$ cat src/rtl/tcbm_device_engine.sv
// tcbm_device_engine
//   Drive-side TCBM protocol engine. It sits directly behind the emulated
//   6523 port pins. It runs the 4-phase DAV/ACK handshake with the host and
//   decodes the code byte. It then moves one data byte between the host and
//   the MCU side over valid/ready byte streams.
//
// Ports
//   clock      : system clock; all logic is posedge
//   _reset     : asynchronous active-low reset
//   pa_in      : PA pins as seen by the device
//   pa_out     : PA value driven by the device
//   pa_oe      : 1 = device drives PA
//   dav_in     : host DAV strobe (PC7), active-low, asynchronous
//   ack_out    : device ACK (PC6), active-low
//   st_out     : status to host on PB[1:0]
//   rx_data    : byte received from the host
//   rx_is_cmd  : rx byte came from a command (0x81) transaction
//   rx_valid   : rx byte available
//   rx_ready   : MCU accepts the rx byte
//   tx_data    : byte for the host
//   tx_eoi     : tx_data is the last byte
//   tx_valid   : tx byte offered
//   tx_ready   : engine takes the tx byte (held high while fetching)
//
// All outputs are registered, so no input reaches an output combinationally.
module tcbm_device_engine #(
  parameter int TIMEOUT = 50000,
  parameter int TO_BITS = 16
) (
  input  logic       clock,
  input  logic       _reset,
  input  logic [7:0] pa_in,
  output logic [7:0] pa_out,
  output logic       pa_oe,
  input  logic       dav_in,
  output logic       ack_out,
  output logic [1:0] st_out,
  output logic [7:0] rx_data,
  output logic       rx_is_cmd,
  output logic       rx_valid,
  input  logic       rx_ready,
  input  logic [7:0] tx_data,
  input  logic       tx_eoi,
  input  logic       tx_valid,
  output logic       tx_ready
);

  typedef enum logic [2:0] {
    IDLE,
    CODE_HOLD,
    DATA_WAIT,
    RX_DELIVER,
    TX_FETCH,
    TX_SETUP,
    DATA_HOLD
  } state_t;

  localparam logic [7:0] CODE_CMD = 8'h81;
  localparam logic [7:0] CODE_WR  = 8'h82;
  localparam logic [7:0] CODE_RD  = 8'h83;

  localparam logic [TO_BITS-1:0] TO_LAST = TO_BITS'(TIMEOUT - 1);

  localparam logic [1:0] ST_OK      = 2'b00;
  localparam logic [1:0] ST_TIMEOUT = 2'b01;
  localparam logic [1:0] ST_ERR_EOI = 2'b11;

  state_t             state, state_nx;
  logic [7:0]         code, code_nx;
  logic [TO_BITS-1:0] cnt, cnt_nx;
  logic               dav_meta, dav_s;

  logic [7:0]         pa_out_nx;
  logic               pa_oe_nx;
  logic               ack_nx;
  logic [1:0]         st_nx;
  logic [7:0]         rx_data_nx;
  logic               rx_is_cmd_nx;
  logic               rx_valid_nx;
  logic               tx_ready_nx;

  function automatic logic is_valid_code(input logic [7:0] c);
    return (c == CODE_CMD) || (c == CODE_WR) || (c == CODE_RD);
  endfunction

  // DAV synchronizer; the rest of the engine only ever looks at dav_s.
  always_ff @(posedge clock or negedge _reset) begin
    if (!_reset) begin
      dav_meta <= 1'b1;
      dav_s    <= 1'b1;
    end else begin
      dav_meta <= dav_in;
      dav_s    <= dav_meta;
    end
  end

  // State and registered outputs.
  always_ff @(posedge clock or negedge _reset) begin
    if (!_reset) begin
      state     <= IDLE;
      code      <= 8'h00;
      cnt       <= '0;
      pa_out    <= 8'h00;
      pa_oe     <= 1'b0;
      ack_out   <= 1'b1;
      st_out    <= ST_OK;
      rx_data   <= 8'h00;
      rx_is_cmd <= 1'b0;
      rx_valid  <= 1'b0;
      tx_ready  <= 1'b0;
    end else begin
      state     <= state_nx;
      code      <= code_nx;
      cnt       <= cnt_nx;
      pa_out    <= pa_out_nx;
      pa_oe     <= pa_oe_nx;
      ack_out   <= ack_nx;
      st_out    <= st_nx;
      rx_data   <= rx_data_nx;
      rx_is_cmd <= rx_is_cmd_nx;
      rx_valid  <= rx_valid_nx;
      tx_ready  <= tx_ready_nx;
    end
  end

  // Next-state and next-output logic.
  always_comb begin
    state_nx     = state;
    code_nx      = code;
    pa_out_nx    = pa_out;
    pa_oe_nx     = pa_oe;
    ack_nx       = ack_out;
    st_nx        = st_out;
    rx_data_nx   = rx_data;
    rx_is_cmd_nx = rx_is_cmd;
    rx_valid_nx  = rx_valid;

    case (state)
      IDLE: begin
        if (!dav_s) begin
          code_nx  = pa_in;
          ack_nx   = 1'b0;
          st_nx    = is_valid_code(pa_in) ? ST_OK : ST_ERR_EOI;
          state_nx = CODE_HOLD;
        end
      end
      CODE_HOLD: begin
        if (dav_s) begin
          ack_nx   = 1'b1;
          state_nx = is_valid_code(code) ? DATA_WAIT : IDLE;
        end
      end
      DATA_WAIT: begin
        if (!dav_s) begin
          if (code == CODE_RD) begin
            state_nx = TX_FETCH;
          end else begin
            rx_data_nx   = pa_in;
            rx_is_cmd_nx = (code == CODE_CMD);
            rx_valid_nx  = 1'b1;
            state_nx     = RX_DELIVER;
          end
        end
      end
      RX_DELIVER: begin
        // ACK is withheld until the MCU has taken the byte.
        if (rx_ready) begin
          rx_valid_nx = 1'b0;
          ack_nx      = 1'b0;
          state_nx    = DATA_HOLD;
        end
      end
      TX_FETCH: begin
        if (tx_valid && tx_ready) begin
          pa_out_nx = tx_data;
          pa_oe_nx  = 1'b1;
          st_nx     = tx_eoi ? ST_ERR_EOI : ST_OK;
          state_nx  = TX_SETUP;
        end
      end
      TX_SETUP: begin
        // PA has been driven for one full cycle before ACK falls.
        ack_nx   = 1'b0;
        state_nx = DATA_HOLD;
      end
      DATA_HOLD: begin
        if (dav_s) begin
          ack_nx   = 1'b1;
          pa_oe_nx = 1'b0;
          state_nx = IDLE;
        end
      end
      default: state_nx = IDLE;
    endcase

    // Abort only when no regular exit fires this cycle; a real exit wins.
    if ((state != IDLE) && (state_nx == state) && (cnt == TO_LAST)) begin
      state_nx    = IDLE;
      ack_nx      = 1'b1;
      pa_oe_nx    = 1'b0;
      rx_valid_nx = 1'b0;
      st_nx       = ST_TIMEOUT;
    end

    // Registered, so tx_ready drops the cycle after the single handshake.
    tx_ready_nx = (state_nx == TX_FETCH);

    cnt_nx = ((state == IDLE) || (state_nx != state)) ? '0 : cnt + TO_BITS'(1);
  end

endmodule

$ cat config.mk
export PLATFORM = sky130hd
export DESIGN_NAME = tcbm_device_engine
export DESIGN_NICKNAME = d
export VERILOG_FILES = /design/src/rtl/tcbm_device_engine.sv
export SDC_FILE = /design/constraint.sdc
export NUM_CORES = 1
export LEC_CHECK = 0
export CAP_MARGIN = 20
export CORE_MARGIN = 3
export CORE_UTILIZATION = 50
export DETAILED_ROUTE_END_ITERATION = 8
export GPL_TIMING_DRIVEN = 0
export PLACE_DENSITY = 0.76
export SLEW_MARGIN = 20
export SYNTH_ARGS = -nofsm -noshare
export SYNTH_HDL_FRONTEND = slang
export SYNTH_SLANG_ARGS = --single-unit
$ cat constraint.sdc
create_clock -name clock -period 2.4 [get_ports clock]
set_input_delay 0.24 -clock clock [delete_from_list [all_inputs] [get_ports clock]]
set_output_delay 0.24 -clock clock [all_outputs]
set_load 0.02 [all_outputs]
; ---- Word-level counts from Yosys, hierarchy flattened
; Cells that the tools add are included.
[totals]
register_bits = 52
latch_bits = 0
mem_bits_rw = 0
mem_bits_ro = 0
input_bits = 22
output_inout_bits = 23
word_cells = 91
mem_count = 0
[classes]
n_addsub = 1
multipliers = 0
div_mod_pow = 0
order_cmp = 0
n_eq_ne = 23
n_shift = 0
muxes = 30
bitwise = 2
n_reduce_logical = 22
[ops]
columns = operator, count
row1 = 8-bit equality test (second input constant), 6
row2 = 3-bit 2-to-1 mux, 8
row3 = 3-bit case mux with 7 select lines, 1
row4 = 3-bit inequality test (second input constant), 6
row5 = 16-bit by 1-bit adder with 16-bit output (second input constant), 1
row6 = 16-bit equality test (second input constant), 1
row7 = 16-bit 2-to-1 mux, 1
row8 = 3-bit equality test (second input constant), 4
row9 = 2-bit 2-to-1 mux, 6
row10 = 3-bit nonzero test, 4
row11 = 1-bit 2-to-1 mux, 10
row12 = 3-bit AND reduction, 3
row13 = 4-bit AND reduction, 2
row14 = 3-bit by 2-bit equality test with 1-bit output (second input constant), 2
row15 = 1-bit logical OR, 5
row16 = 5-bit nonzero test, 1
row17 = 1-bit case mux with 2 select lines, 2
row18 = 1-bit case mux with 4 select lines, 1
row19 = 2-bit case mux with 2 select lines, 1
row20 = 2-bit AND reduction, 2
row21 = 3-bit by 1-bit equality test with 1-bit output (second input constant), 1
row22 = 3-bit equality test, 1
row23 = 1-bit logical AND, 3
row24 = 3-bit logical NOT, 1
row25 = 4 further kinds, 5

; ---- Logic depth before layout (Yosys ltp)
; Gate-level depths: netlist (run 1).
[depth]
word_depth = 13
ltp_mapped = 8

; ---- Worst setup path after synthesis (run 1)
; No wires, ideal clock.
[synth_path]
path_type = flip-flop to flip-flop
from = register state[0]
to = register tx_ready
arrival_ps = 1850
required_ps = 2305
path_slack_ps = 455
stages_incl_launch_ff = 8
path_buffers = 2
synth_period_minus_slack_ps = 1945
path_cell_list = dfrtp_1 buf_6 or4b_4 a31o_1 buf_6 o2111ai_4 a21oi_4 nor4bb_4
[synth_via]
elab_chain_len = 7
word_cells_on_any_way = 20
[synth_lines]
columns = element, line_no
row1 = "start, declared", 68  ; state_t state, state_nx;
row2 = "start signal, assigned", 112  ; state <= state_nx;
row3 = "3-bit equality test, or another cell as far along", 138  ; case (state)
row4 = 3-bit case mux with 7 select lines, 138
row5 = 3-bit equality test, 197  ; if ((state != IDLE) && (state_nx == state) && (cnt == TO_LAST)) begin
row6 = 1-bit logical AND (2 in series), 197
row7 = 3-bit 2-to-1 mux *, 197
row8 = 3-bit equality test *, 206  ; tx_ready_nx = (state_nx == TX_FETCH);
row9 = via tx_ready_nx, 80  ; logic tx_ready_nx;
row10 = "end signal, assigned", 122  ; tx_ready <= tx_ready_nx;
row11 = "end, declared", 45  ; output logic tx_ready
; Mark *: on every way through the listed nets, which the timed path passes. The rest lies on a longest branch.
; A chain may end at the register's enable or synchronous reset.

; ---- Final worst setup path (run 1)
; Same ends and word-level chain as after synthesis.

==> insert_results.sql, run 1 <==
INSERT INTO impl_metrics (metric_group, metric, value, unit) VALUES
('pwr', 'leakage', '1.34', 'nW'),
('worst_setup_path', 'critical_path_peak_fanout', '10', ''),
('synthesis', 'postSynthCellCount', '241', ''),
('hold_path', 'hold-path-endpoint', 'dav_meta$_DFF_PN1_', ''),
('timing', 'timing.slew.headroom', '0.402', ''),
('floorplan', 'placementRows', '25', ''),
('finish', 'layout.nets', '316', ''),
('timing', 'timing_worst_slew_pin_value', '0.890', 'ns'),
('status', 'result_of_the_run', 'finished, final reports clean', ''),
('finish', 'ff_latch_area', '0.00131', 'mm2'),
('placement', 'post-dp-hpwl', '3970', 'um'),
('synthesis', 'synth.yosys.seq_area_share', '0.505', ''),
('synthesis', 'yosys.cell_types.count', '55', ''),
('cts', 'cts_inserted_buffers', '5', ''),
('synthesis', 'yosys_register_bits', '52', ''),
('pwr', 'p_clk_frac', '0.161', ''),
('detailed_routing', 'routed_wire_length', '5510', 'um'),
('floorplan', 'die_width', '77.9', 'um'),
('cts', 'clock_tree.root_cell', 'clkbuf_8', ''),
('finish', 'fin_area', '0.00322', 'mm2'),
('pwr', 'seqPwrFrac', '0.380', ''),
('pwr', 'p_int', '0.00223', 'W'),
('synthesis', 'syn_area', '0.00258', 'mm2'),
('worst_setup_path', 'reg2reg_depth', '6', ''),
('timing', 'finalHoldViolations', '0', ''),
('global_routing', 'wire_length_of_the_first_global_routing_pass', '9340', 'um'),
('global_routing', 'largest_net_degree_at_the_start_of_global_routing', '53', ''),
('floorplan', 'floorplan.initialDensity', '0.533', ''),
('worst_setup_path', 'crit_path_top_delay_cell', 'or4b_4', ''),
('timing', 'fin_crit_sh', '0.922', ''),
('timing', 'rsz_0062_raised_after_global_routing', 'no', ''),
('worst_setup_path', 'worst_endpoint_data_arrival_time', '2.38', 'ns'),
('pwr', 'power.combinational.fraction', '0.459', ''),
('floorplan', 'core_area', '0.00485', 'mm2'),
('placement', 'globalplace.congestion', '0.826', ''),
('synthesis', 'syn-num-nets', '264', ''),
('detailed_routing', 'via_count', '1973', ''),
('timing', 'hold-worst-slack', '0.355', 'ns'),
('finish', 'share_of_post_route_cells_with_drive_strength_above_1', '0.140', ''),
('synthesis', 'syn_avg_cell_area', '10.7', 'um2'),
('finish', 'antenna_cells_inserted', '0', ''),
('timing', 'timing.setup.tns', '0', 'ns'),
('worst_setup_path', 'timing.critical_path.slowest_cell_delay', '0.55', 'ns'),
('global_routing', 'initial_antenna_violation_count', '0', ''),
('worst_setup_path', 'cp-end-kind', 'flip-flop', ''),
('synthesis', 'fraction_of_registers_with_async_set_or_reset_after_synthesis', '1.00', ''),
('cts', 'postCtsHoldBufs', '1', ''),
('worst_setup_path', 'worst-r2r-setup-slack', '0.19', 'ns'),
('timing', 'finalCriticalPeriod', '2.21', 'ns'),
('synthesis', 'synth_enable_flop_cells', '0', ''),
('cts', 'clock_latency', '0.30', 'ns'),
('cts', 'cts_setup_buffers', '0', ''),
('worst_setup_path', 'timing.rr.start', 'state[0]$_DFF_PN0_', ''),
('job', 'max-cap-violations', '0', ''),
('worst_setup_path', 'critPathLaunchType', 'flip-flop', ''),
('synthesis', 'yosys_warnings', '0', ''),
('detailed_routing', 'drt_iter0_markers', '107', ''),
('detailed_routing', 'post_drt_via_cell_ratio', '5.48', ''),
('detailed_routing', 'routedWlPerCell', '15.3', 'um'),
('finish', 'postLayoutCoreUtil', '0.664', ''),
('worst_setup_path', 'timing.critical_path.required', '2.57', 'ns'),
('worst_setup_path', 'crit_type', 'reg -> reg', ''),
('timing', 'report.final.setup_viol', '0', ''),
('pwr', 'switching_power', '0.00134', 'W'),
('pwr', 'ir_worst_vdd', '0.000693', 'V'),
('finish', 'layout-area-overhead-vs-synth', '24.5', '%'),
('timing', 'fmax', '452', 'MHz'),
('cts', 'cts_max_path_buffers', '2', ''),
('detailed_routing', 'ant_nets', '0', ''),
('finish', 'fillCellCount', '392', ''),
('floorplan', 'die_area', '0.00607', 'mm2');
-- worst max path at each step --
| stage | from | endpoint | slack (ns) | cells after the start |
|---|---|---|---|---|
| finish | state[0]$_DFF_PN0_ | tx_ready$_DFF_PN0_ | 0.19 | 6 |
| global route | state[0]$_DFF_PN0_ | cnt[9]$_DFF_PN0_ | 0.07 | 6 |
| CTS | state[0]$_DFF_PN0_ | cnt[9]$_DFF_PN0_ | 0.18 | 6 |
| detailed placement | rx_ready | cnt[9]$_DFF_PN0_ | 0.14 | 6 |
| global placement | _reset | state[0]$_DFF_PN0_ | -0.45 | 1 |
| floorplan | state[0]$_DFF_PN0_ | tx_ready$_DFF_PN0_ | 0.45 | 7 |
-- routing by layer --
metal | wire length (um) | global-route usage
met5 | 0 | 0
met3 | 348 | 0.0545
met2 | 2450 | 0.288
met1 | 2640 | 0.277
met4 | 73 | 0.0647
-- cell type report --
class | count | area share
clock buffers | 6 | 0.0225
flip-flops and latches | 52 | 0.405
well taps | 67 | 0.0260
clock inverters | 1 | 0.00933
plain buffers | 10 | 0.0171
repair buffers | 45 | 0.139
multi-input cells | 178 | 0.379
inverters | 1 | 0.00117
-- flip-flops by register name, indices dropped and copies added (netlist names) --
| signal | flops |
|---|---|
| rx_data | 8 |
| cnt | 16 |
| state | 3 |
| tx_ready | 1 |
| pa_oe | 1 |
| rx_valid | 1 |
| rx_is_cmd | 1 |
| dav_s | 1 |
| st_out | 2 |
| pa_out | 8 |
| ack_out | 1 |
| dav_meta | 1 |
| code | 8 |
-- worst max-delay path, delay by kind of cell, from the launching register on --
kind                   cells  cell delay [ns]
and+or+nand+nor            2             0.75
buffers and inverters      2             0.54
AOI/OAI and AO/OA          2             0.41
DFF                        1             0.38
-- power by group through the flow --
stage / Combinational [W] / Sequential [W] / Clock (W)
floorplan: 0.000830 / 0.00155 / 0
global placement: 0.00161 / 0.00136 / 0
detailed placement: 0.00163 / 0.00137 / 0
CTS: 0.00165 / 0.00136 / 0.000590
global route: 0.00178 / 0.00140 / 0.000638
finish: 0.00164 / 0.00136 / 0.000574
-- cells in the final DEF (no fill, tap or decap), drive strengths merged, types with 6 or more instances in the layout --
| cell | n |
|---|---|
| clkbuf | 12 |
| clkdlybuf4s50 | 43 |
| dfrtp | 49 |
| mux2 | 16 |
| nand2 | 36 |
| nand3 | 9 |
| nor2 | 24 |
| nor3 | 9 |
| o21ai | 6 |
| xnor2 | 7 |
| xor2 | 9 |
-- through the flow --
step                power, W  setup WS (ns)  cells
floorplan            0.00238          0.455    241
global placement     0.00297         -0.452    352
global route         0.00381         0.0654    360
finish               0.00357          0.187    360
detailed placement   0.00300          0.139    352
CTS                  0.00359          0.181    360
-- synth_stat cells, types with 3 or more instances --
cell type / number / share of area
nand2b_1: 3 / 0.0073
and2_1: 3 / 0.0073
o211ai_1: 3 / 0.0087
xor2_1: 9 / 0.030
nor2_1: 23 / 0.033
nor4_2: 3 / 0.015
dfrtp_1: 49 / 0.47
and3_1: 5 / 0.012
nor2b_1: 4 / 0.0097
xnor2_1: 6 / 0.020
nand4_1: 3 / 0.0073
nand2_1: 36 / 0.052
nor3_1: 9 / 0.017
clkbuf_1: 6 / 0.0087
a21oi_1: 4 / 0.0077
o21ai_0: 5 / 0.0097
mux2_2: 16 / 0.070
nand3_1: 9 / 0.017
dfstp_2: 3 / 0.030
-- cell families (layout without fill, tap and decap cells) --
family                   after synthesis  count (layout)  share of synthesized area
AND/OR/NAND/NOR                      115             115                      0.244
flip-flops                            52              52                      0.505
AO/OA/AOI/OAI                         30              30                     0.0963
XOR/XNOR                              16              16                     0.0571
multiplexers                          16              16                     0.0697
buffers and inverters                 11              63                     0.0227
adder cells (fa/ha/maj)                1               1                    0.00484
Note: power is estimated with default switching activity, not from simulation.
==> inputs of run 2 (changes only) <==
- GPL_ROUTABILITY_DRIVEN: default -> 1
- RECOVER_POWER: default -> 100
==> insert_results.sql, run 2 (synthesis results as in run 1) <==
INSERT INTO impl_metrics (metric_group, metric, value, unit) VALUES
('timing', 'timing_worst_slew_pin_value', '1.28', 'ns'),
('hold_path', 'min_delay_path_depth', '0', ''),
('placement', 'dpl.cell_count', '352', ''),
('cts', 'cts_setup_buffers', '0', ''),
('global_routing', 'initial_antenna_violation_count', '0', ''),
('pwr', 'leakage', '1.38', 'nW'),
('finish', 'layout-area-overhead-vs-synth', '24.2', '%'),
('detailed_routing', 'routed_wire_length', '5510', 'um'),
('finish', 'share_of_post_route_cells_with_drive_strength_above_1', '0.133', ''),
('finish', 'largest_register_ff_count', '16', ''),
('worst_setup_path', 'count_of_buffer_and_inverter_cells_on_the_critical_path', '2', ''),
('cts', 'clock_tree.root_cell', 'clkbuf_8', ''),
('floorplan', 'core_area', '0.00485', 'mm2'),
('worst_setup_path', 'timing.critical_path.max_delay_family', 'simple AND/OR/NAND/NOR gates', ''),
('finish', 'antenna_cells_inserted', '0', ''),
('detailed_routing', 'post_drt_via_cell_ratio', '5.42', ''),
('timing', 'fin_crit_sh', '0.918', ''),
('job', 'max-cap-violations', '0', ''),
('worst_setup_path', 'worst-r2r-setup-slack', '0.20', 'ns'),
('floorplan', 'io_pins', '45', ''),
('timing', 'report.final.slew_viol_count', '0', ''),
('global_routing', 'grt_pass1_vias', '1933', ''),
('finish', 'most_common_cell_after_layout_fill_and_taps_aside', 'dfrtp_1', ''),
('hold_path', 'hp-start', 'dav_meta$_DFF_PN1_', ''),
('timing', 'report.final.setup_viol', '0', ''),
('status', 'result_of_the_run', 'finished, final reports clean', ''),
('hold_path', 'holdCritPathClass', 'reg -> reg', ''),
('finish', 'mostFrequentLayoutCells', 'dfrtp_1 (49), nand2_1 (36), dlygate4sd3_1 (25), nor2_1 (24), clkdlybuf4s50_1 (19)', ''),
('cts', 'post_cts_resized', '0', ''),
('placement', 'placement.setup.worst_slack', '0.139', 'ns'),
('detailed_routing', 'via_count', '1950', ''),
('detailed_routing', 'remaining_drc_errors', '0', ''),
('detailed_routing', 'drt_iter0_markers', '110', ''),
('timing', 'postLayoutSetupSlackWorst', '0.196', 'ns'),
('worst_setup_path', 'reg2reg_depth', '6', ''),
('placement', 'post-dp-hpwl', '3970', 'um'),
('placement', 'globalplace.congestion', '0.826', ''),
('worst_setup_path', 'crit_type', 'reg -> reg', ''),
('cts', 'clock_sinks', '52', ''),
('global_routing', 'grt_overflow_total', '0', ''),
('floorplan', 'floorplan.die.height', '77.9', 'um'),
('placement', 'placement.io_buffers', '44', ''),
('cts', 'cts_max_path_buffers', '2', ''),
('worst_setup_path', 'crit_path_top_delay_cell', 'or4b_4', ''),
('worst_setup_path', 'timing.critical_path.slowest_cell_delay', '0.56', 'ns'),
('worst_setup_path', 'timing.critical_path.required', '2.57', 'ns'),
('timing', 'fmax', '454', 'MHz'),
('worst_setup_path', 'cp-end-kind', 'flip-flop', ''),
('pwr', 'powerDensity', '1090', 'mW/mm2'),
('cts', 'tritoncts', 'done', ''),
('worst_setup_path', 'path_cells', 'buf_6, or4b_4, a31oi_1, clkbuf_1, a21oi_1, nor4bb_4', ''),
('finish', 'top_register', 'cnt', ''),
('global_routing', 'global_routing_usage_summed_across_all_routing_layers', '0.195', ''),
('cts', 'clock_latency', '0.29', 'ns'),
('global_routing', 'wire_length_of_the_first_global_routing_pass', '9340', 'um'),
('cts', 'cts_inserted_buffers', '5', ''),
('cts', 'clk_pin_slew', '0.09', 'ns'),
('global_routing', 'largest_net_degree_at_the_start_of_global_routing', '53', ''),
('pwr', 'ir_worst_vdd', '0.000657', 'V'),
('detailed_routing', 'ant_nets', '0', ''),
('floorplan', 'placementRows', '25', ''),
('finish', 'final-instance-count-excl-fill', '360', ''),
('floorplan', 'die_width', '77.9', 'um'),
('worst_setup_path', 'worst_endpoint_data_arrival_time', '2.37', 'ns'),
('floorplan', 'die_area', '0.00607', 'mm2'),
('hold_path', 'hold-path-endpoint', 'dav_s$_DFF_PN1_', ''),
('detailed_routing', 'routedWlPerCell', '15.3', 'um'),
('timing', 'finalHoldViolations', '0', ''),
('timing', 'hold-worst-slack', '0.369', 'ns'),
('worst_setup_path', 'timing.rr.start', 'state[0]$_DFF_PN0_', ''),
('worst_setup_path', 'critPathLaunchType', 'flip-flop', ''),
('finish', 'layout.nets', '316', ''),
('timing', 'finalCriticalPeriod', '2.20', 'ns'),
('worst_setup_path', 'critical_path_peak_fanout', '10', ''),
('worst_setup_path', 'critical_path.reg2reg.endpoint', 'tx_ready$_DFF_PN0_', ''),
('floorplan', 'floorplan.initialDensity', '0.533', ''),
('cts', 'h-tree-depth', '2', ''),
('detailed_routing', 'detailedRoute.firstPassIterationCount', '4', ''),
('timing', 'worst_clock_skew', '0.00704', 'ns'),
('pwr', 'total_power', '0.00348', 'W'),
('timing', 'timing.slew.headroom', '0.149', ''),
('timing', 'timing.setup.tns', '0', 'ns'),
('timing', 'rsz_0062_raised_after_global_routing', 'no', '');
-- run 2: metal layers --
| layer | GRT usage | vias up | wire length (um) |
|---|---|---|---|
| li1 | - | 959 | - |
| met1 | 0.277 | 933 | 2630 |
| met2 | 0.288 | 54 | 2480 |
| met3 | 0.0545 | 4 | 343 |
| met4 | 0.0647 | 0 | 53 |
| met5 | 0 | - | 0 |
-- run 2: cell type report --
type	instances	area (um2)
buffer	10	55.1
tap	67	83.8
multi-input combinational	178	1210
fill	395	1640
clock buffer	6	72.6
inverter	1	3.75
sequential	52	1310
clock inverter	1	30.0
timing repair buffer	45	445
-- run 2: worst max-delay path by stage --
stage	endpoint	from	slack (ns)	cells after the start
after floorplan	tx_ready$_DFF_PN0_	state[0]$_DFF_PN0_	0.45	7
after global placement	state[0]$_DFF_PN0_	_reset	-0.45	1
after detailed placement	cnt[9]$_DFF_PN0_	rx_ready	0.14	6
after CTS	cnt[9]$_DFF_PN0_	state[0]$_DFF_PN0_	0.18	6
after global routing	tx_ready$_DFF_PN0_	state[0]$_DFF_PN0_	0.08	6
final	tx_ready$_DFF_PN0_	state[0]$_DFF_PN0_	0.20	6
-- run 2: worst reg2reg max path: stages, from the launching register on --
cell,delay [ns]
dfrtp_1,0.38
buf_6,0.14
or4b_4,0.56
a31oi_1,0.29
clkbuf_1,0.39
a21oi_1,0.12
nor4bb_4,0.20
-- run 2: report_power, final --
group          total [W]  internal, W  switching [W]
Sequential       0.00135      0.00116       0.000188
Clock           0.000571     0.000306       0.000265
Combinational    0.00156     0.000696       0.000869
-- run 2: per-stage QoR --
stage	area [um2]	util
5_1_grt	3210	0.662
4_1_cts	3220	0.664
3_3_place_gp	3110	0.641
3_5_place_dp	3110	0.641
6_report	3210	0.662
2_1_floorplan	2580	-
-- run 2: repair_timing --
item                                    4_1_cts  5_1_grt
hold buffers                                  1        0
endpoints found under the hold margin        49        0
endpoints found under the setup margin        0        0
==> inputs of run 3 (changes only) <==
- DONT_BUFFER_PORTS: default -> 1
- PLACE_DENSITY: 0.76 -> default
==> insert_results.sql, run 3 (synthesis results as in run 1) <==
INSERT INTO impl_metrics (metric_group, metric, value, unit) VALUES
('cts', 'clock_latency', '0.30', 'ns'),
('cts', 'clock_tree.root_cell', 'clkbuf_8', ''),
('finish', 'layout-area-overhead-vs-synth', '6.87', '%'),
('worst_setup_path', 'critPathLaunchType', 'flip-flop', ''),
('worst_setup_path', 'crit_type', 'reg -> reg', ''),
('global_routing', 'global_routing_usage_summed_across_all_routing_layers', '0.194', ''),
('worst_setup_path', 'worst_endpoint_data_arrival_time', '2.45', 'ns'),
('global_routing', 'grt_overflow_total', '0', ''),
('timing', 'timing.slew.headroom', '0.165', ''),
('finish', 'share_of_post_route_cells_with_drive_strength_above_1', '0.151', ''),
('global_routing', 'grt_pass1_vias', '1939', ''),
('timing', 'report.final.slew_viol_count', '0', ''),
('detailed_routing', 'detailedRoute.firstPassIterationCount', '5', ''),
('pwr', 'power.combinational.fraction', '0.324', ''),
('detailed_routing', 'drt_iter0_markers', '113', ''),
('finish', 'top_register', 'cnt', ''),
('pwr', 'ir_worst_vdd', '0.000596', 'V'),
('status', 'result_of_the_run', 'finished, final reports clean', ''),
('cts', 'h-tree-depth', '2', ''),
('floorplan', 'floorplan.die.height', '77.9', 'um'),
('floorplan', 'floorplan.initialDensity', '0.533', ''),
('cts', 'cts_setup_buffers', '0', ''),
('floorplan', 'die_area', '0.00607', 'mm2'),
('global_routing', 'largest_net_degree_at_the_start_of_global_routing', '53', ''),
('cts', 'cts_max_path_buffers', '2', ''),
('timing', 'timing_worst_slew_pin_value', '1.25', 'ns'),
('detailed_routing', 'ant_nets', '0', ''),
('pwr', 'total_power', '0.00310', 'W'),
('cts', 'clock_sinks', '52', ''),
('pwr', 'p_int', '0.00180', 'W'),
('timing', 'hold-worst-slack', '0.0412', 'ns'),
('worst_setup_path', 'path_cells', 'buf_6, nor4b_1, a41oi_1, o2111ai_4, a21oi_4, nor4bb_2', ''),
('worst_setup_path', 'crit_path_top_delay_cell', 'nor4b_1', ''),
('placement', 'dpl.cell_count', '308', ''),
('global_routing', 'initial_antenna_violation_count', '0', ''),
('finish', 'layout.nets', '274', ''),
('floorplan', 'placementRows', '25', ''),
('worst_setup_path', 'timing.critical_path.slowest_cell_delay', '0.51', 'ns'),
('pwr', 'power.share.switching', '0.420', ''),
('finish', 'postLayoutCoreUtil', '0.570', ''),
('placement', 'post-dp-hpwl', '3990', 'um'),
('finish', 'final-instance-count-excl-fill', '319', ''),
('pwr', 'switching_power', '0.00130', 'W'),
('placement', 'placement.io_buffers', '0', ''),
('cts', 'cts_inserted_buffers', '5', ''),
('timing', 'finalHoldViolations', '0', ''),
('floorplan', 'io_pins', '45', ''),
('detailed_routing', 'routedWlPerCell', '17.2', 'um'),
('job', 'max-cap-violations', '0', ''),
('cts', 'clk_pin_slew', '0.09', 'ns'),
('pwr', 'leakage', '1.17', 'nW'),
('worst_setup_path', 'worst-r2r-setup-slack', '0.14', 'ns'),
('timing', 'fmax', '442', 'MHz'),
('finish', 'largest_register_ff_count', '16', ''),
('finish', 'most_common_cell_after_layout_fill_and_taps_aside', 'dfrtp_1', ''),
('worst_setup_path', 'critical_path_peak_fanout', '10', ''),
('timing', 'report.final.setup_viol', '0', ''),
('cts', 'tritoncts', 'done', ''),
('hold_path', 'holdCritPathClass', 'in -> reg', ''),
('global_routing', 'wire_length_of_the_first_global_routing_pass', '9390', 'um'),
('timing', 'fin_crit_sh', '0.942', ''),
('detailed_routing', 'via_count', '1823', ''),
('timing', 'worst_clock_skew', '0.00769', 'ns'),
('detailed_routing', 'post_drt_via_cell_ratio', '5.71', ''),
('finish', 'antenna_cells_inserted', '0', ''),
('floorplan', 'die_width', '77.9', 'um'),
('timing', 'rsz_0062_raised_after_global_routing', 'no', ''),
('pwr', 'p_clk_frac', '0.160', ''),
('floorplan', 'core_area', '0.00485', 'mm2'),
('finish', 'mostFrequentLayoutCells', 'dfrtp_1 (49), nand2_1 (36), nor2_1 (24), mux2_2 (16)', ''),
('worst_setup_path', 'cp-end-kind', 'flip-flop', ''),
('detailed_routing', 'remaining_drc_errors', '0', ''),
('worst_setup_path', 'timing.critical_path.required', '2.59', 'ns'),
('detailed_routing', 'routed_wire_length', '5490', 'um'),
('placement', 'globalplace.congestion', '0.898', ''),
('pwr', 'powerDensity', '1120', 'mW/mm2'),
('timing', 'timing.setup.tns', '0', 'ns'),
('pwr', 'seqPwrFrac', '0.517', ''),
('timing', 'finalCriticalPeriod', '2.26', 'ns');
-- run 3: changes by cell type in the layout (fill, tap and decap cells not counted), sizes merged --
cell           change
clkdlybuf4s50     -19
clkinv             +1
bufinv             -1
clkinvlp           +1
dlygate4sd3       -23
-- run 3: worst paths after layout --
kind                                                to                from  cells past startpoint
worst max-delay path                tx_ready$_DFF_PN0_  state[0]$_DFF_PN0_                      6
max in group asynchronous            cnt[11]$_DFF_PN0_              _reset                      2
worst min register to register         dav_s$_DFF_PN1_  dav_meta$_DFF_PN1_                      0
min in group asynchronous           state[2]$_DFF_PN0_              _reset                      2
worst min-delay path            rx_data[7]$_DFFE_PN0P_            pa_in[7]                      2
worst max register to register      tx_ready$_DFF_PN0_  state[0]$_DFF_PN0_                      6
-- run 3: routing by layer --
metal  track usage  wire, um
met1         0.259      2540
met2         0.311      2540
met3        0.0568       336
met4        0.0490        70
met5             0         0
-- run 3: critical path, delay by kind of cell (launching register included) --
family / cells / cell delay, ns
compound gates: 3 / 0.78
buf+inv: 1 / 0.14
flops: 1 / 0.38
simple gates: 2 / 0.86
-- run 3: power by group through the flow --
stage               Sequential, W  Combinational, W  Clock (W)
finish                    0.00160           0.00100   0.000495
CTS                       0.00161           0.00104   0.000512
floorplan                 0.00155          0.000830          0
detailed placement        0.00162           0.00101          0
global placement          0.00162          0.000970          0
global route              0.00165           0.00112   0.000546
-- run 3: final cells by class --
| cell class | count | area (um2) |
|---|---|---|
| fillers | 420 | 2090 |
| flip-flops and latches | 52 | 1310 |
| multi-input cells | 178 | 1200 |
| well taps | 67 | 83.8 |
| clock buffers | 6 | 72.6 |
| plain buffers | 10 | 55.1 |
| repair buffers | 3 | 25.0 |
| clock inverters | 2 | 16.3 |
| inverters | 1 | 3.75 |
-- run 3: timing repair --
action / in CTS / in global routing
hold buffers: 3 / 0
resized for setup: 0 / 0
hold endpoints to repair: 53 / 0
-- run 3: metrics by stage --
step                      setup WS (ns)  cell area [um2]
final                             0.139             2760
after global routing             0.0519             2760
after CTS                         0.155             2810
after detailed placement          0.190             2670
after global placement            0.205             2670
after floorplan                   0.455             2580
==> RTL edit (settings of run 2) <==
The parameter `TO_BITS` goes from 16 to 14.
--- a/src/rtl/tcbm_device_engine.sv
+++ b/src/rtl/tcbm_device_engine.sv
@@ -25,7 +25,7 @@
 // All outputs are registered, so no input reaches an output combinationally.
 module tcbm_device_engine #(
   parameter int TIMEOUT = 50000,
-  parameter int TO_BITS = 16
+  parameter int TO_BITS = 14
 ) (
   input  logic       clock,
   input  logic       _reset,
Function: same outputs for any inputs over 10 cycles, from zero or initial values and one cycle with _reset low; that may be too few to reach the edited logic, so the function may still have changed.
==> RTL edit against run 2 <==
- area after synthesis fell by 6.6%
- wire length fell by 7.6%
- sequential cell count fell by 2
- design area fell by 1.6%
- power rose by 6.6%
- clock skew rose by 0.0053 ns
- sequential power fell by 3%
- setup slack got worse by 0.11 ns
==> RTL edit: results (changes against run 2) <==
Antenna viol nets, final = 0 (unchanged)
Switching share of power = 0.3625 (-0.01684)
First-iteration detailed-routing DRC count = 103 (-6.4%)
Post-cts gate resize count = 3 (+3)
Lkg Pwr = 1.307 nW (-5.1%)
Met3 layer usage reported by global route = 0.06596 (+0.01144)
Cell family with most CP delay = simple AND/OR/NAND/NOR gates
Worst r2r src = dav_s
Largest net degree at the start of global routing = 20 (-62%)
Logic depth of the worst register-to-register path = 7 (+1)
Most common library cells after synthesis = sky130_fd_sc_hd__dfrtp_1 (47), sky130_fd_sc_hd__mux2_2 (23), sky130_fd_sc_hd__nor2_1 (22)
Total global-route track usage = 0.1926 (-0.002138)
Syn_nets = 232 (-12%)
Number of flip-flops in the largest register = 14 (-2)
Primary flip-flop cell chosen by synthesis mapping = sky130_fd_sc_hd__dfrtp_1
Initial antenna violation count = 0 (unchanged)
Metal-1 WL = 2261 microns (-14%)
Insertion delay to the later sink of the worst-skew pair = 0.31 ns (+0.02 ns)
Number of different library cells in the post-synthesis netlist = 47 (-15%)
Post-CTS setup buffer count = 1 (+1)
DR vias/cell = 5.572 (+2.9%)
Met1 track utilization from global routing = 0.2652 (-0.01183)
Met2 Resource Use GR = 0.2915 (+0.003796)
Worst Setup Slack post-DPL = -0.06517 ns (-0.2041 ns)
Met3 wirelength from detailed routing = 342 microns (-0.29%)
Post-synthesis sequential area ratio = 0.5200 (+0.01512)
Ranking of synthesized cells by area = sky130_fd_sc_hd__dfrtp_1 (49%), sky130_fd_sc_hd__mux2_2 (11%), sky130_fd_sc_hd__xnor2_1 (3.6%)
Worst Tran Pin Value = 1.079 ns (-0.1977 ns)
Wire length on met2 = 2431 microns (-2.1%)
Run status = completed
Top layer used by detailed routing = met4
DP Wirelength = 3638 microns (-8.4%)
Total number of vias = 1,783 (-8.6%)
Gate Count Post-Synth = 209 (-13%)
Startpoint of the tightest hold check path = dav_meta
Clk_skew = 0.01237 ns (+0.005327 ns)
Share of post-route cells with drive strength above 1 = 0.2239 (+0.09077)
VDD IR-drop max = 0.0007789 V (+19%)
Mean routed wirelength per cell = 15.91 microns (+4.0%)
Net count, final = 290 (-8.2%)
Final weighted congestion in routability-driven placement = 0.8268 (+0.13%)
Termination of the worst setup path = cnt[9]
Arrival time worst endpoint = 2.55 ns (+0.18 ns)
Filler cell count in the final layout = 319 (-19%)
Worst Setup Slack, final = 0.08451 ns (-0.1112 ns)
First-pass GRT wire length = 8280 microns (-11%)
Cell Count Post-Placement = 307 (-13%)
[RTL edit: cell types whose count changed in the layout (fill, tap and decap cells not counted), sizes merged, moves of 4 or more]
cell	before	now
nand2	36	10
clkdlybuf4s50	19	42
dlygate4sd3	25	2
mux2	16	24
inv	1	6
xor2	9	4
buf	3	7
nand3	9	5
o211ai	4	0
[RTL edit: area by class of cell]
cell class | count | area (sq um) | share of cell area
Buffer | 9 | 52.55 | 0.01664
Multi-Input combinational cell | 143 | 1122 | 0.3554
Clock inverter | 2 | 37.54 | 0.01189
Inverter | 6 | 22.52 | 0.007132
Clock buffer | 6 | 72.57 | 0.02298
Timing Repair Buffer | 52 | 530.5 | 0.1680
Sequential cell | 50 | 1255 | 0.3974
Tap cell | 52 | 65.06 | 0.02060
[RTL edit: cells by family after synthesis]
| logic type | after synthesis | synth area share |
|---|---|---|
| buffers and inverters | 16 | 0.03162 |
| XOR/XNOR | 14 | 0.05080 |
| AO/OA/AOI/OAI | 24 | 0.08139 |
| multiplexers | 25 | 0.1177 |
| AND/OR/NAND/NOR | 79 | 0.1934 |
| adder cells (fa/ha/maj) | 1 | 0.005183 |
| flip-flops | 50 | 0.5200 |
[RTL edit: power groups by stage]
stage / sequential, mW / clock, mW / combinational (mW)
after detailed placement: 1.31 / 0 / 1.64
final: 1.31 / 0.590 / 1.81
after global routing: 1.35 / 0.630 / 1.95
after floorplan: 1.51 / 0 / 0.816
after global placement: 1.29 / 0 / 1.60
after CTS: 1.31 / 0.603 / 1.68
[RTL edit: stage by stage]
step	power (mW)	hold slack [ns]	TNS, ns	area, sq um
floorplan	2.327	-0.05559	0	2414
global placement	2.894	0.3454	-16.31	2919
detailed placement	2.951	0.1684	-0.1974	2969
CTS	3.591	0.3277	0	3117
global route	3.937	0.3613	0	3158
finish	3.716	0.3526	0	3158
